==> src/rtl/life_engine.sv <==
`default_nettype none
// ============================================================================
// Module      : life_engine
// Description : Game of Life generation engine. It holds a ROWS x COLS grid
//               and computes one generation for each accepted step request.
//               The next generation is built one row per cycle into a shadow
//               buffer, then committed in a single cycle. Birth and survive
//               rule masks are latched at step acceptance. Edges are either
//               toroidal (WRAP=1) or dead (WRAP=0).
//
// Ports       : clk          - system clock
//               rst_n        - asynchronous active-low reset
//               load         - load load_cells into the grid (IDLE only)
//               load_cells   - pattern to load, cell (r,c) = bit r*COLS+c
//               step         - request one generation (IDLE only)
//               birth_mask   - bit n: dead cell with n neighbours is born
//               survive_mask - bit n: live cell with n neighbours survives
//               busy         - high while COMPUTE or COMMIT
//               done         - one-cycle pulse when a new generation is visible
//               cells_q      - current grid
//               gen_count    - generations since last load/reset
//               stable       - last committed generation equalled predecessor
//               extinct      - grid is all zero
//
// Revision    : 1.0 - initial release
// ============================================================================
module life_engine #(
    parameter int ROWS  = 8,
    parameter int COLS  = 8,
    parameter int WRAP  = 1,
    parameter int GEN_W = 16
) (
    input  logic                 clk,
    input  logic                 rst_n,
    input  logic                 load,
    input  logic [ROWS*COLS-1:0] load_cells,
    input  logic                 step,
    input  logic [8:0]           birth_mask,
    input  logic [8:0]           survive_mask,
    output logic                 busy,
    output logic                 done,
    output logic [ROWS*COLS-1:0] cells_q,
    output logic [GEN_W-1:0]     gen_count,
    output logic                 stable,
    output logic                 extinct
);

    localparam int N  = ROWS * COLS;
    localparam int RW = (ROWS > 1) ? $clog2(ROWS) : 1;
    localparam logic [RW-1:0] LAST_ROW = RW'(ROWS - 1);

    typedef enum logic [1:0] {
        S_IDLE    = 2'd0,
        S_COMPUTE = 2'd1,
        S_COMMIT  = 2'd2
    } state_t;

    state_t           state_q, state_d;
    logic [RW-1:0]    row_q, row_d;
    logic [N-1:0]     next_q, next_d;
    logic [N-1:0]     cells_d;
    logic [GEN_W-1:0] gen_q, gen_d;
    logic [8:0]       birth_q, birth_d;
    logic [8:0]       surv_q, surv_d;
    logic             busy_q, busy_d;
    logic             done_q, done_d;
    logic             stable_q, stable_d;
    logic             extinct_q, extinct_d;

    // ------------------------------------------------------------------------
    // Neighbourhood of the row currently being computed
    // ------------------------------------------------------------------------
    logic [RW-1:0]   w_row_up, w_row_dn;
    logic [COLS-1:0] w_up, w_mid, w_dn, w_next_row;
    logic [COLS+1:0] w_pad_up, w_pad_mid, w_pad_dn;

    // Extend a row by one column on each side; the extra columns hold the
    // wrapped-around cells or zero for dead borders. Bit 0 is column -1.
    function automatic logic [COLS+1:0] pad_row(input logic [COLS-1:0] row);
        logic l_edge;
        logic r_edge;
        l_edge  = (WRAP != 0) ? row[COLS-1] : 1'b0;
        r_edge  = (WRAP != 0) ? row[0]      : 1'b0;
        pad_row = {r_edge, row, l_edge};
    endfunction

    function automatic logic [3:0] popcount8(input logic [7:0] v);
        logic [3:0] cnt;
        cnt = 4'd0;
        for (int i = 0; i < 8; i++) begin
            cnt = cnt + {3'b000, v[i]};
        end
        popcount8 = cnt;
    endfunction

    always_comb begin
        w_row_up = (row_q == '0) ? LAST_ROW : row_q - RW'(1);
        w_row_dn = (row_q == LAST_ROW) ? '0 : row_q + RW'(1);
        w_mid    = cells_q[row_q * COLS +: COLS];
        w_up     = cells_q[w_row_up * COLS +: COLS];
        w_dn     = cells_q[w_row_dn * COLS +: COLS];
        // Without wrap the rows beyond the top and bottom edges are dead.
        if (WRAP == 0) begin
            if (row_q == '0)      w_up = '0;
            if (row_q == LAST_ROW) w_dn = '0;
        end
        w_pad_up  = pad_row(w_up);
        w_pad_mid = pad_row(w_mid);
        w_pad_dn  = pad_row(w_dn);
    end

    // Column c sits at padded index c+1, so its neighbours span c..c+2.
    for (genvar c = 0; c < COLS; c++) begin : g_col
        logic [7:0] w_nb;
        logic [3:0] w_cnt;
        assign w_nb  = {w_pad_up[c+2:c], w_pad_mid[c+2], w_pad_mid[c],
                        w_pad_dn[c+2:c]};
        assign w_cnt = popcount8(w_nb);
        assign w_next_row[c] = w_mid[c] ? surv_q[w_cnt] : birth_q[w_cnt];
    end

    // ------------------------------------------------------------------------
    // Next-state logic
    // ------------------------------------------------------------------------
    always_comb begin
        state_d   = state_q;
        row_d     = row_q;
        next_d    = next_q;
        cells_d   = cells_q;
        gen_d     = gen_q;
        birth_d   = birth_q;
        surv_d    = surv_q;
        stable_d  = stable_q;
        extinct_d = extinct_q;
        busy_d    = 1'b0;
        done_d    = 1'b0;

        case (state_q)
            S_IDLE: begin
                // load has priority; a simultaneous step is discarded.
                if (load) begin
                    cells_d   = load_cells;
                    gen_d     = '0;
                    stable_d  = 1'b0;
                    extinct_d = (load_cells == '0);
                end else if (step) begin
                    birth_d = birth_mask;
                    surv_d  = survive_mask;
                    row_d   = '0;
                    state_d = S_COMPUTE;
                    busy_d  = 1'b1;
                end
            end
            S_COMPUTE: begin
                busy_d = 1'b1;
                next_d[row_q * COLS +: COLS] = w_next_row;
                if (row_q == LAST_ROW) begin
                    row_d   = '0;
                    state_d = S_COMMIT;
                end else begin
                    row_d = row_q + RW'(1);
                end
            end
            S_COMMIT: begin
                cells_d   = next_q;
                stable_d  = (next_q == cells_q);
                extinct_d = (next_q == '0);
                gen_d     = gen_q + GEN_W'(1);
                done_d    = 1'b1;
                state_d   = S_IDLE;
            end
            default: begin
                state_d = S_IDLE;
            end
        endcase
    end

    // ------------------------------------------------------------------------
    // State registers
    // ------------------------------------------------------------------------
    always_ff @(posedge clk or negedge rst_n) begin
        if (!rst_n) begin
            state_q   <= S_IDLE;
            row_q     <= '0;
            next_q    <= '0;
            cells_q   <= '0;
            gen_q     <= '0;
            birth_q   <= '0;
            surv_q    <= '0;
            busy_q    <= 1'b0;
            done_q    <= 1'b0;
            stable_q  <= 1'b0;
            extinct_q <= 1'b1;
        end else begin
            state_q   <= state_d;
            row_q     <= row_d;
            next_q    <= next_d;
            cells_q   <= cells_d;
            gen_q     <= gen_d;
            birth_q   <= birth_d;
            surv_q    <= surv_d;
            busy_q    <= busy_d;
            done_q    <= done_d;
            stable_q  <= stable_d;
            extinct_q <= extinct_d;
        end
    end

    assign busy      = busy_q;
    assign done      = done_q;
    assign gen_count = gen_q;
    assign stable    = stable_q;
    assign extinct   = extinct_q;

endmodule
`default_nettype wire
==> config.mk <==
export PLATFORM = sky130hd
export DESIGN_NAME = life_engine
export DESIGN_NICKNAME = d
export VERILOG_FILES = /design/src/rtl/life_engine.sv
export SDC_FILE = /design/constraint.sdc
export NUM_CORES = 1
export LEC_CHECK = 0
export CAP_MARGIN = 25
export CORE_UTILIZATION = 42
export CTS_BUF_LIST = sky130_fd_sc_hd__clkbuf_4 sky130_fd_sc_hd__clkbuf_8 sky130_fd_sc_hd__clkbuf_16
export DETAILED_ROUTE_END_ITERATION = 7
export HOLD_SLACK_MARGIN = 0.05
export PLACE_DENSITY_LB_ADDON = 0.25
export SLEW_MARGIN = 40
export SYNTH_ARGS = -nofsm -noshare
export SYNTH_HDL_FRONTEND = slang
export SYNTH_SLANG_ARGS = --single-unit
==> constraint.sdc <==
create_clock -name clk -period 17.9 [get_ports clk]
set_input_delay 4.475 -clock clk [delete_from_list [all_inputs] [get_ports clk]]
set_output_delay 4.475 -clock clk [all_outputs]
set_load 0.01 [all_outputs]
==> qor.yml <==
wl_met3_mm: 4.56
critical_path_class: "flip-flop to flip-flop"
globalRouteOverflowTotal: 0
synth.avg_cell_area_um2: 10.3
regToRegSetupSlack_ns: 10.87
cts_tree: "yes"
clk_latency_ns: 0.46
timing.setup.tns_ns: 0
ios: 170
vias_per_cell: 6.39
htree_levels: 4
setup_viol: 0
cts_root_buffer: "clkbuf_16"
die_w_um: 172
grt_pass1_wl_mm: 65.8
initialDrtViolationCount: 1313
worstPathMaxFanout: 25
start_util_pct: 43.2
slew_viol_final: 0
gp_congestion: 0.969
status: "finished, final reports clean"
finalHoldViolCount: 0
setup_ws_ns: 10.87
die_area_um2: 29600
antenna_found_initial: 0
cts_resized: 0
wl_met2_mm: 19.2
wirelength_mm: 43.5
period_minus_slack_ns: 7.03
num_antenna_cells: 0
drcViolationCount: 0
synth_cell_types: 61
final_cell_mix: "nand2_1 (230), dfrtp_1 (169), clkdlybuf4s50_1 (168)"
grt_pass1_vias: 10664
cp.required_ns: 18.27
ys_ff_latch: 171
yosysWarnings: 0
max-clock-path-buffers: 2
drv_cap: 0
yosys-top-cells-area: "dfrtp_1 (35%), mux4_2 (13%), nand2_1 (7.1%)"
synth_enable_flop_cells: 0
wire_per_inst_um: 25.4
top_layer: "met4"
synthCells: 1181
clk_pin_slew_ns: 0.09
critPathLaunchType: "flip-flop"
track_usage_pct: 30.3
fillers: 2544
period_share_pct: 39.3
relSlewSlack_pct: 42.1
wl_met1_mm: 17.9
netlist_area_um2: 12100
synth_nets: 1331
cts.sinks: 171
ant_nets: 0
hold_ws_ns: 0.495
rsz0062_at_grt: "no"
fin_nets: 1474
postCtsHoldBufs: 0
worstMarginPinSlew_ns: 0.852
post_route_cells_drive_above_1_share_pct: 13.3
yosysSeqAreaShare_pct: 35.3
hpwl_mm: 32.1
ys_dominant_reg_cell: "dfrtp_1"
postCtsSetupBuffers: 0
end_kind: "flip-flop"
hp-class: "flip-flop to flip-flop"
grt_max_degree: 107
vias: 10967
dr.pass1.iters: 5
fmax_mhz: 142
yosysTopAreaCell: "dfrtp_1"
rows: 61
worstPathArrival_ns: 7.39
ys_async_sr_fraction_pct: 100
die_h_um: 172
dp_slack_ns: 10.92
clock_skew_ns: 0.0241
final_common_cell: "nand2_1"
synth_top_area_share_pct: 35.0
io_buffers: 169
numCtsBuffers: 17
core_area_um2: 28100
area_delta_synth_final_pct: 22.5
[cell families after synthesis]
group                    count (synthesis)  share of synthesized area [%]
AO/OA/AOI/OAI                          239                           13.5
XOR/XNOR                                75                           5.41
adder cells (fa/ha/maj)                 64                           8.51
buffers and inverters                  127                           4.22
flip-flops                             171                           35.3
multiplexers                           129                           18.6
AND/OR/NAND/NOR                        376                           14.5
[final cells by class]
| type | instances | area [µm²] | area share (%) |
|---|---|---|---|
| repair buffers | 181 | 1820 | 12.2 |
| multi-input cells | 883 | 7380 | 49.7 |
| clock inverters | 15 | 221 | 1.49 |
| inverters | 70 | 263 | 1.77 |
| well taps | 378 | 473 | 3.18 |
| flip-flops and latches | 171 | 4280 | 28.8 |
| clock buffers | 17 | 425 | 2.86 |
[registers in the layout, summed over array words and instances (netlist names), 2 cells and up]
signal     cells
state_q        2
surv_q         9
row_q          3
cells_q       64
birth_q        9
next_q        64
gen_count     16
[cell usage after synthesis (all sizes together) (16+ instances only)]
cell    number
a22oi       62
buf         22
clkbuf      35
dfrtp      170
fa          31
ha          33
inv         70
mux2        30
mux2i       28
mux4        71
nand2      231
nand3       16
nand4       27
nor2        21
nor4        39
o211ai      30
o21ai       91
xnor2       62
[metrics by stage]
| step | util, % | std cells | area [µm²] |
|---|---|---|---|
| 2_1_floorplan | - | 1181 | 12100 |
| 3_3_place_gp | 50.3 | 1681 | 14100 |
| 3_5_place_dp | 50.5 | 1682 | 14200 |
| 4_1_cts | 52.8 | 1714 | 14800 |
| 5_1_grt | 52.9 | 1715 | 14900 |
| 6_report | 52.9 | 1715 | 14900 |
[final timing paths]
check	startpoint	to	depth (start not counted)
setup / recovery	row_q[0]	next_q[4]	22
hold / removal	gen_count[13]	gen_count[13]	1
setup reg to reg	row_q[0]	next_q[4]	22
hold reg to reg	gen_count[13]	gen_count[13]	1
max in group asynchronous	rst_n	cells_q[30]	3
min in group asynchronous	rst_n	gen_count[3]	1
[per-layer routing]
layer	up-vias	track usage (%)
li1	4651	-
met1	5475	42.2
met2	722	44.8
met3	119	6.73
met4	0	14.4
met5	-	0
[critical path, stage by stage (launching register included)]
cell and delay, ns:
dfrtp_1 0.33, buf_4 0.28, inv_1 0.38, ha_2 0.33, ha_1 0.25, nor2b_2 0.13, buf_4 0.31, mux4_2 0.54
mux2i_1 0.31, inv_1 0.15, fa_1 0.51, fa_1 0.49, inv_1 0.05, fa_1 0.43, inv_1 0.07, ha_1 0.16
inv_1 0.06, fa_1 0.59, nor3b_1 0.28, nand2_1 0.09, o311ai_0 0.62, mux2i_4 0.33, o21ai_0 0.25
Power is left out: the tool's default activity adds up to more than one toggle a clock period on the data nets, which glitch-free logic cannot reach.
